File: src/rtl/mem_sched_pkg.sv
// Shared types and constants for the two-requester memory scheduler.
package mem_sched_pkg;

  typedef enum logic [2:0] {
    IDLE,
    RD_REQ,
    RD_DATA,
    WR_DATA,
    WR_DONE
  } state_t;

  localparam int ICACHE   = 0;
  localparam int DCACHE   = 1;
  localparam int READ_BIT = 12;
  localparam int RD_BEATS = 8;
  localparam int WR_BEATS = 9;

  function automatic logic [1:0] onehot2(input logic idx);
    return idx ? 2'b10 : 2'b01;
  endfunction

endpackage

File: src/rtl/rr_arbiter2.sv
// Two-way round-robin arbiter; a tie goes to the requester not granted last.
module rr_arbiter2
  import mem_sched_pkg::*;
(
  input  logic       clk,
  input  logic       reset_n,
  input  logic [1:0] req,
  input  logic       advance,
  output logic       grant,
  output logic       valid
);

  logic last_grant;

  assign valid = |req;

  always_comb begin
    if (&req) grant = ~last_grant;
    else      grant = req[DCACHE];
  end

  // NOTE: sequential state is written with <= so every flop samples pre-edge values.
  always_ff @(posedge clk or negedge reset_n) begin
    if (!reset_n)              last_grant <= 1'(DCACHE);
    else if (advance && valid) last_grant <= grant;
  end

endmodule

File: src/rtl/mem_scheduler.sv
// Arbitrates icache/dcache read and write bursts onto a single Sysbus port.
module mem_scheduler
  import mem_sched_pkg::*;
#(
  parameter int WIDTH     = 64,
  parameter int TAG_WIDTH = 13
) (
  input  logic                   clk,
  input  logic                   reset_n,
  input  logic [1:0]             c_reqcyc,
  input  logic [2*WIDTH-1:0]     c_req,
  input  logic [2*TAG_WIDTH-1:0] c_reqtag,
  output logic [1:0]             c_reqack,
  output logic [1:0]             c_respcyc,
  output logic [WIDTH-1:0]       c_resp,
  output logic [TAG_WIDTH-1:0]   c_resptag,
  output logic [1:0]             c_writeack,
  output logic                   bus_reqcyc,
  output logic [WIDTH-1:0]       bus_req,
  output logic [TAG_WIDTH-1:0]   bus_reqtag,
  input  logic                   bus_reqack,
  input  logic                   bus_respcyc,
  input  logic [WIDTH-1:0]       bus_resp,
  input  logic [TAG_WIDTH-1:0]   bus_resptag,
  output logic                   bus_respack
);

  localparam logic [3:0] RD_LAST = 4'(RD_BEATS - 1);
  localparam logic [3:0] WR_LAST = 4'(WR_BEATS - 1);

  state_t               state, next_state;
  logic                 owner;
  logic [3:0]           cnt;
  logic                 beat_valid;
  logic                 grant_idx, grant_valid;
  logic                 handshake, rsp_fire;
  logic [WIDTH-1:0]     req_of [2];
  logic [TAG_WIDTH-1:0] tag_of [2];

  assign req_of[ICACHE] = c_req[WIDTH-1:0];
  assign req_of[DCACHE] = c_req[2*WIDTH-1:WIDTH];
  assign tag_of[ICACHE] = c_reqtag[TAG_WIDTH-1:0];
  assign tag_of[DCACHE] = c_reqtag[2*TAG_WIDTH-1:TAG_WIDTH];

  rr_arbiter2 u_arb (
    .clk     (clk),
    .reset_n (reset_n),
    .req     (c_reqcyc),
    .advance (state == IDLE),
    .grant   (grant_idx),
    .valid   (grant_valid)
  );

  // A write beat is withheld from the bus while its requester has paused.
  assign bus_reqcyc  = beat_valid && (state != WR_DATA || c_reqcyc[owner]);
  assign handshake   = bus_reqcyc && bus_reqack;
  assign rsp_fire    = (state == RD_DATA) && bus_respcyc;
  assign bus_respack = rsp_fire;
  assign c_writeack  = (state == WR_DONE) ? onehot2(owner) : 2'b00;

  always_ff @(posedge clk or negedge reset_n) begin
    if (!reset_n) state <= IDLE;
    else          state <= next_state;
  end

  // NOTE: next_state gets a default first so no path through the case infers a latch.
  always_comb begin
    next_state = state;
    unique case (state)
      IDLE:    if (grant_valid) next_state = tag_of[grant_idx][READ_BIT] ? RD_REQ : WR_DATA;
      RD_REQ:  if (handshake) next_state = RD_DATA;
      RD_DATA: if (bus_respcyc && cnt == RD_LAST) next_state = IDLE;
      WR_DATA: if (handshake && cnt == WR_LAST) next_state = WR_DONE;
      WR_DONE: next_state = IDLE;
      default: next_state = IDLE;
    endcase
  end

  always_ff @(posedge clk or negedge reset_n) begin
    if (!reset_n) begin
      owner      <= 1'b0;
      cnt        <= '0;
      beat_valid <= 1'b0;
      bus_req    <= '0;
      bus_reqtag <= '0;
      c_reqack   <= '0;
      c_respcyc  <= '0;
      c_resp     <= '1;
      c_resptag  <= '0;
    end else begin
      c_reqack <= '0;
      if (rsp_fire) begin
        c_respcyc <= onehot2(owner);
        c_resp    <= bus_resp;
        c_resptag <= bus_resptag;
      end else begin
        c_respcyc <= '0;
        c_resp    <= '1;
      end
      unique case (state)
        IDLE: if (grant_valid) begin
          owner      <= grant_idx;
          bus_req    <= req_of[grant_idx];
          bus_reqtag <= tag_of[grant_idx];
          beat_valid <= 1'b1;
          cnt        <= '0;
        end
        RD_REQ: if (handshake) begin
          beat_valid <= 1'b0;
          c_reqack   <= onehot2(owner);
        end
        RD_DATA: if (bus_respcyc) cnt <= cnt + 4'd1;
        WR_DATA: begin
          if (handshake) begin
            beat_valid <= 1'b0;
            c_reqack   <= onehot2(owner);
            cnt        <= cnt + 4'd1;
          // The requester only presents its next beat after seeing c_reqack.
          end else if (!beat_valid && c_reqack == 2'b00 && c_reqcyc[owner]) begin
            bus_req    <= req_of[owner];
            bus_reqtag <= tag_of[owner];
            beat_valid <= 1'b1;
          end
        end
        default: ;
      endcase
    end
  end

endmodule
File: config.mk
export PLATFORM = sky130hd
export DESIGN_NAME = mem_scheduler
export DESIGN_NICKNAME = d
export VERILOG_FILES = /design/src/rtl/mem_sched_pkg.sv /design/src/rtl/rr_arbiter2.sv /design/src/rtl/mem_scheduler.sv
export SDC_FILE = /design/constraint.sdc
export NUM_CORES = 1
export LEC_CHECK = 0
export CAP_MARGIN = 20
export CORE_AREA = 2 2 153 155
export CTS_BUF_LIST = sky130_fd_sc_hd__clkbuf_4 sky130_fd_sc_hd__clkbuf_8
export CTS_CLUSTER_DIAMETER = 30
export DETAILED_ROUTE_END_ITERATION = 10
export DIE_AREA = 0 0 155 157
export PLACE_DENSITY = 0.71
export SYNTH_ARGS = -nofsm -noshare
export SYNTH_HDL_FRONTEND = slang
export SYNTH_SLANG_ARGS = --single-unit
File: constraint.sdc
create_clock -name clk -period 2 [get_ports clk]
set_input_delay 0.4 -clock clk [delete_from_list [all_inputs] [get_ports clk]]
set_output_delay 0.4 -clock clk [all_outputs]
set_load 0.05 [all_outputs]
==> reports/qor.log, run 1 <==
qor: status.run_status finished, violations left
qor: status.violated_checks negative setup slack
qor: final_layout.instances_no_fill 1231
qor: route.remaining_drc_errors 0
qor: yosys.postSynth.asyncResetShare 100%
qor: worst_setup_path.crit_type reg2reg
qor: worst_setup_path.reg2reg_slack -0.07 ns
qor: yosys.post_synth.cell_area_avg 14.3 µm²
qor: grt.grt_first_pass_wirelength 34900 µm
qor: timing.max_slew.worst_pin.slew 0.547 ns
qor: timing.timing.max_slew.rel_slack 63.5%
qor: die.pin_count 399
qor: timing.final_critical_path_setup_slack -0.0691 ns
qor: route.dr_total_vias 5698
qor: yosys.post_synthesis_register_bit_count 168
qor: die.initial_core_util 31.8%
qor: placed_design.dp_hpwl 17300 µm
qor: placed_design.gp_congestion 0.786
qor: power_and_ir_drop.power.leakage 5.29 nW
qor: route.wl_per_cell 19.5 µm
qor: worst_setup_path.setup.worst_path.start_class register
qor: clock_network.cts_root_buf clkbuf_8
qor: power_and_ir_drop.p_sw_share 45.8%
qor: power_and_ir_drop.power_frac_seq 27.7%
qor: power_and_ir_drop.power_density 1560 mW/mm²
qor: power_and_ir_drop.max-vdd-ir-drop 0.825 mV
qor: yosys.yosys_most_used_dff dfrtp_1
qor: route.detail-route-antenna-nets 0
qor: yosys.syn_area 0.00716 mm²
qor: final_layout.layout.cell_area.non_filler 0.0123 mm²
qor: worst_setup_path.endpoint_kind register
qor: route.routed_wirelength 24000 µm
qor: final_layout.syn_to_final_growth 72.4%
qor: timing.finalSetupViolations 68
qor: die.standard_cell_rows 55
qor: clock_network.cts.clk_slew.worst_paths 0.10 ns
qor: flow_run.maxCapViolations 0
qor: timing.rsz0062_at_grt yes
qor: grt.grt_start_max_net_pins 59
qor: final_layout.layout.nets 1171
qor: grt.global_route.usage.total 18.7%
qor: clock_network.cts-buffers-inserted 17
qor: route.first_pass_iters 4
qor: yosys.synth_nets 738
qor: worst_setup_path.critPathRequiredTime 2.33 ns
qor: grt.antenna_violations_before_repair 2
qor: clock_network.clock_tree_from_tritoncts done
qor: die.core_area 0.0225 mm²
qor: placed_design.placedInstanceArea 0.0116 mm²
qor: yosys.post_synth_inst_count 499
qor: yosys.synth_enable_flop_cells 0
qor: placed_design.number_of_port_buffers 398
qor: die.die_h 157 µm
qor: power_and_ir_drop.power.net_switching 8.83 mW
qor: clock_network.cts.htree.levels 4
qor: clock_network.clk-insertion-delay-late 0.45 ns
qor: grt.first_global_vias 6043
qor: route.post_drt_via_cell_ratio 4.63
qor: timing.layout_min_cycle_time 2.07 ns
qor: clock_network.clock_sink_count 168
qor: yosys.synthDistinctLibCells 40
qor: timing.clock_skew 0.0156 ns
qor: worst_setup_path.cp_data_arrival_time 2.40 ns
qor: timing.maxSlewViolCount 0
qor: power_and_ir_drop.p_comb_share 59.7%
qor: route.initialDrtViolationCount 185
qor: placed_design.placed_cells 1187
qor: die.overall_die_width 155 µm
qor: worst_setup_path.timing.critical_path.fanout_max 19
qor: grt.globalRouteOverflowTotal 0
qor: power_and_ir_drop.internal_dissipation 10.5 mW
qor: power_and_ir_drop.clockPowerShare 12.6%
qor: timing.achievable-frequency 0.483 GHz
qor: placed_design.dp_slack -0.422 ns
qor: timing.timing.final.hold_violations 0
qor: worst_hold_path.hp-class in2reg
qor: final_layout.share_of_cells_above_drive_strength_1 42.3%
qor: die.die_footprint 0.0243 mm²
qor: yosys.synth-warning-count 0
qor: clock_network.clock_path_buffers 2
qor: yosys.synth.yosys.seq_area_share 59.9%
qor: timing.fin_crit_sh 103%
==> state kept, by name (all words and copies together) (netlist names), 2 cells and up <==
| signal | cells |
|---|---|
| bus_req | 64 |
| c_respcyc | 2 |
| state | 3 |
| bus_reqtag | 13 |
| c_resp | 64 |
| c_reqack | 2 |
| cnt | 4 |
| c_resptag | 13 |
==> layer usage <==
metal / part of all wire, % / vias to the layer above / GRT usage [%]
met2: 50 / 239 / 32.5
li1: - / 2652 / -
met5: 0.13 / - / 0
met4: 2.2 / 4 / 5.60
met3: 8.1 / 29 / 6.69
met1: 39 / 2774 / 21.8
==> worst max-delay path, stage by stage, from the launching register on <==
cell and delay [ns]:
dfrtp_1 0.39, nand2b_4 0.18, nor2_4 0.13, mux2i_4 0.27
buf_12 0.18, buf_12 0.18, mux2_2 0.35, mux2_2 0.27
==> cells in the mapped netlist, drive strengths merged (2+ instances only) <==
library cell	number	share of area (%)
mux2	168	26
ha	2	0.35
dfrtp	103	36
dfstp	65	24
a21oi	3	0.21
inv	7	0.37
nor2	6	0.42
o21ai	4	0.28
a31oi	3	0.26
nand3	4	0.28
nand2	6	0.31
or4	2	0.21
buf	18	1.7
or3	65	5.7
nand2b	2	0.21
mux2i	3	0.42
nor3	6	0.42
clkbuf	17	0.91
==> final timing paths <==
path	cells after the start	from	to
min in group asynchronous	2	reset_n	c_resptag[4]
max in group asynchronous	3	reset_n	c_resp[62]
worst min-delay path	2	c_reqcyc[0]	u_arb.last_grant
worst max-delay path	7	state[2]	bus_req[2]
worst min register to register	1	bus_req[21]	bus_req[21]
worst max register to register	7	state[2]	bus_req[2]
==> logic make-up (layout without fill, tap and decap cells) <==
group | Yosys count | count (layout) | share of synthesized area (%)
other | 0 | 1 | 0
and+or+nand+nor | 98 | 98 | 8.27
adders and majority gates | 2 | 2 | 0.350
AOI/OAI and AO/OA | 18 | 18 | 1.70
DFF | 168 | 168 | 59.9
muxes | 171 | 171 | 26.9
buffers and inverters | 42 | 488 | 2.94
==> what timing repair did <==
| action | CTS | global route |
|---|---|---|
| pin swaps | 2 | 1 |
| setup endpoints to repair | 115 | 80 |
| setup buffers | 3 | 5 |
| hold buffers | 1 | 0 |
| gates cloned | 1 | 1 |
| gates resized for setup | 114 | 47 |
| endpoints found under the hold margin | 17 | 0 |
==> placed cells by master, fill, tap and decap left out, drive strengths merged, types with 6 or more instances in the layout <==
cell,count
dfstp,65
nor2,6
nand2,6
clkdlybuf4s50,234
inv,11
mux2,168
dlygate4sd2,79
nor3,6
clkbuf,22
or3,65
dfrtp,103
buf,132
==> power by group through the flow <==
stage	combinational, mW	sequential, mW	clock (mW)
after floorplan	3.27	9.28	0
after global placement	11.1	5.38	0
after detailed placement	11.1	5.42	0
after CTS	11.1	5.34	2.52
after global routing	12.1	5.51	2.67
final	11.5	5.35	2.44
==> layout make-up <==
class / count / area [µm²]
antenna: 1 / 2.50
clock buffer: 21 / 264
clock inverter: 11 / 115
fill: 1971 / 10200
inverter: 7 / 26.3
multi-input combinational: 289 / 2970
sequential: 168 / 4290
tap: 285 / 357
timing repair buffer: 449 / 4310
==> per-stage QoR <==
step	power [mW]	hold slack (ns)	util, %	setup TNS (ns)
6_report	19.3	0.252	54.8	-1.88
3_3_place_gp	16.4	0.405	51.6	-25.52
4_1_cts	18.9	0.470	53.7	-2.83
2_1_floorplan	12.6	0.104	-	-0.00606
5_1_grt	20.2	0.253	54.8	-7.10
3_5_place_dp	16.6	0.418	51.6	-28.99
Note: power is estimated with default switching activity, not from simulation.
==> run 2: changes to the inputs <==
--- a/config.mk
+++ b/config.mk
@@ -11,7 +11,7 @@
 export CTS_CLUSTER_DIAMETER = 30
 export DETAILED_ROUTE_END_ITERATION = 10
 export DIE_AREA = 0 0 155 157
-export PLACE_DENSITY = 0.71
+export PLACE_DENSITY = 0.68
 export SYNTH_ARGS = -nofsm -noshare
 export SYNTH_HDL_FRONTEND = slang
 export SYNTH_SLANG_ARGS = --single-unit
==> constraint.sdc (replaced) <==
create_clock -name clk -period 2.6 [get_ports clk]
set_input_delay 0.52 -clock clk [delete_from_list [all_inputs] [get_ports clk]]
set_output_delay 0.52 -clock clk [all_outputs]
set_load 0.05 [all_outputs]
==> reports/qor.log, run 2 (synthesis gave the netlist of run 1 again) <==
qor: die.initial_core_util 31.8% [unchanged]
qor: timing.layout_min_cycle_time 2.41 ns
qor: grt.antenna_violations_before_repair 0 [-2]
qor: final_layout.filler_cell_count 1948 [-1.2%]
qor: placed_design.gp_congestion 0.819 [+4.2%]
qor: timing.fin_crit_sh 92.5%
qor: die.die_footprint 0.0243 mm² [unchanged]
qor: placed_design.dp_hpwl 17000 µm [-1.6%]
qor: worst_setup_path.reg2reg_slack 0.41 ns [+0.48 ns]
qor: worst_setup_path.cp_cell_instances nand2b_2 > buf_4 > nor2_1 > buf_12
qor: clock_network.clock_sink_count 168 [unchanged]
qor: worst_setup_path.critPathRequiredTime 2.08 ns [-0.25 ns]
qor: placed_design.number_of_port_buffers 398 [unchanged]
qor: worst_setup_path.cp_data_arrival_time 1.89 ns [-0.51 ns]
qor: route.dr_total_vias 5553 [-2.5%]
qor: route.first_pass_iters 4 [unchanged]
qor: final_layout.ant_cells 0 [-1]
qor: grt.globalRouteOverflowTotal 0 [unchanged]
qor: clock_network.cts_root_buf clkbuf_8
qor: grt.first_global_vias 5806 [-3.9%]
qor: worst_setup_path.setup.worst_path.start_class register
qor: final_layout.instances_no_fill 1208 [-1.9%]
qor: route.remaining_drc_errors 0 [unchanged]
qor: worst_hold_path.hp-class in2async
qor: route.wl_per_cell 18.3 µm [-6.1%]
qor: grt.global_route.usage.total 18.0% [-0.69 points]
qor: timing.finalSetupViolations 0 [-100%]
qor: worst_setup_path.crit_type reg2out
qor: status.run_status complete, no violations
qor: final_layout.finish.utilization 53.6% [-1.2 points]
qor: timing.max_slew.worst_pin.slew 0.613 ns [+0.0661 ns]
qor: power_and_ir_drop.max-vdd-ir-drop 0.706 mV [-14%]
qor: clock_network.cts_repair_resize_count 0 [-100%]
qor: die.core_area 0.0225 mm² [unchanged]
qor: die.standard_cell_rows 55 [unchanged]
qor: final_layout.top_regs bus_req x64, c_resp x64
qor: final_layout.syn_to_final_growth 68.7%
qor: route.initialDrtViolationCount 205 [+11%]
qor: timing.final_sum_of_negative_setup_slack 0 ns [+1.88 ns]
qor: worst_setup_path.endpoint_kind primary output
qor: clock_network.cts.htree.levels 4 [unchanged]
qor: timing.timing.final.hold_violations 0 [unchanged]
qor: clock_network.clock_tree_from_tritoncts done
qor: power_and_ir_drop.power_density 1200 mW/mm² [-23%]
qor: timing.achievable-frequency 0.416 GHz
qor: route.detail-route-antenna-nets 0 [unchanged]
qor: timing.clock_skew 0.0148 ns [-0.000750 ns]
qor: power_and_ir_drop.power.leakage 4.73 nW [-11%]
qor: placed_design.placed_cells 1176 [-0.93%]
qor: grt.grt_start_max_net_pins 70 [+19%]
qor: worst_setup_path.critical-path-max-stage-delay 0.38 ns [about the same]
qor: route.routed_wirelength 22100 µm [-7.9%]
qor: die.pin_count 399 [unchanged]
qor: final_layout.share_of_cells_above_drive_strength_1 30.0% [-12 points]
qor: final_layout.layout.nets 1149 [-1.9%]
qor: worst_setup_path.timing.critical_path.fanout_max 69 [+50]
qor: clock_network.post_cts.repair.setup_buffers 0 [-3]
qor: die.overall_die_width 155 µm [unchanged]
qor: route.post_drt_via_cell_ratio 4.60 [-0.69%]
qor: final_layout.mostFrequentLayoutCell clkdlybuf4s50_1
qor: final_layout.layout_common_cells 393 x clkdlybuf4s50_1, 138 x mux2_2, 103 x dfrtp_1
qor: flow_run.maxCapViolations 0 [unchanged]
qor: clock_network.clk-insertion-delay-late 0.45 ns [about the same]
qor: worst_setup_path.critical-path-slowest-cell dfrtp_1
qor: clock_network.cts.clk_slew.worst_paths 0.09 ns [about the same]
qor: clock_network.cts-buffers-inserted 17 [unchanged]
qor: timing.maxSlewViolCount 0 [unchanged]
qor: final_layout.multiInputGateArea 0.00269 mm² [-9.6%]
qor: clock_network.clock_path_buffers 2 [unchanged]
qor: timing.holdWs 0.0460 ns [-0.206 ns]
qor: grt.grt_first_pass_wirelength 33500 µm [-4.1%]
qor: final_layout.final-seq-area 0.00429 mm² [about the same]
qor: timing.timing.max_slew.rel_slack 59.1% [-4.4 points]
qor: power_and_ir_drop.power 14.5 mW [-25%]
qor: clock_network.postCtsHoldBufs 0 [-1]
qor: die.die_h 157 µm [unchanged]
qor: timing.rsz0062_at_grt no
-- run 2: where the power goes --
group	switching [mW]	total, mW	internal (mW)	leakage [nW]
logic	5.02	8.52	3.51	2.63
clock network	1.04	1.86	0.821	0.185
registers	0.488	4.13	3.64	1.91
total	6.54	14.5	7.97	4.73
-- run 2: path summary, 6_finish.rpt --
| kind | to | startpoint | depth (start not counted) |
|---|---|---|---|
| min | c_respcyc[0] | reset_n | 1 |
| max reg2reg | bus_req[31] | state[0] | 7 |
| max | bus_respack | state[2] | 4 |
| min reg2reg | bus_req[21] | bus_req[21] | 1 |
| min in group clk | bus_req[21] | bus_req[21] | 1 |
| max in group asynchronous | c_resp[33] | reset_n | 2 |
-- run 2: critical path: cells and delay by family, from the launching register on --
family	cells	cell delay, ns
flip-flops	1	0.38
buffers and inverters	2	0.49
AND/OR/NAND/NOR	2	0.57
-- run 2: layer usage --
metal	wire length, µm	track usage [%]	vias to the layer above
met5	0	0	-
met4	465	6.31	0
met3	1750	5.78	27
met2	11100	31.5	238
met1	8800	20.9	2688
li1	-	-	2600
-- run 2: layout make-up --
class | count | area share, %
Timing Repair Buffer | 427 | 35.9
Multi-Input combinational cell | 289 | 22.3
Sequential cell | 168 | 35.5
Tap cell | 285 | 2.95
Clock buffer | 20 | 2.18
Inverter | 7 | 0.218
Clock inverter | 12 | 0.995
-- run 2: through the flow --
step / area [µm²] / worst slack, ns
2_1_floorplan: 7160 / 0.498
3_3_place_gp: 11700 / 0.0614
3_5_place_dp: 11700 / 0.0495
4_1_cts: 12100 / 0.102
5_1_grt: 12100 / 0.00300
6_report: 12100 / 0.195
==> run 3: changes to the inputs <==
--- a/config.mk
+++ b/config.mk
@@ -12,6 +12,7 @@
 export DETAILED_ROUTE_END_ITERATION = 10
 export DIE_AREA = 0 0 155 157
 export PLACE_DENSITY = 0.68
+export SLEW_MARGIN = 10
 export SYNTH_ARGS = -nofsm -noshare
 export SYNTH_HDL_FRONTEND = slang
 export SYNTH_SLANG_ARGS = --single-unit
==> results of run 3 <==
Final layout, timing and power as in run 2 (identical DEF).
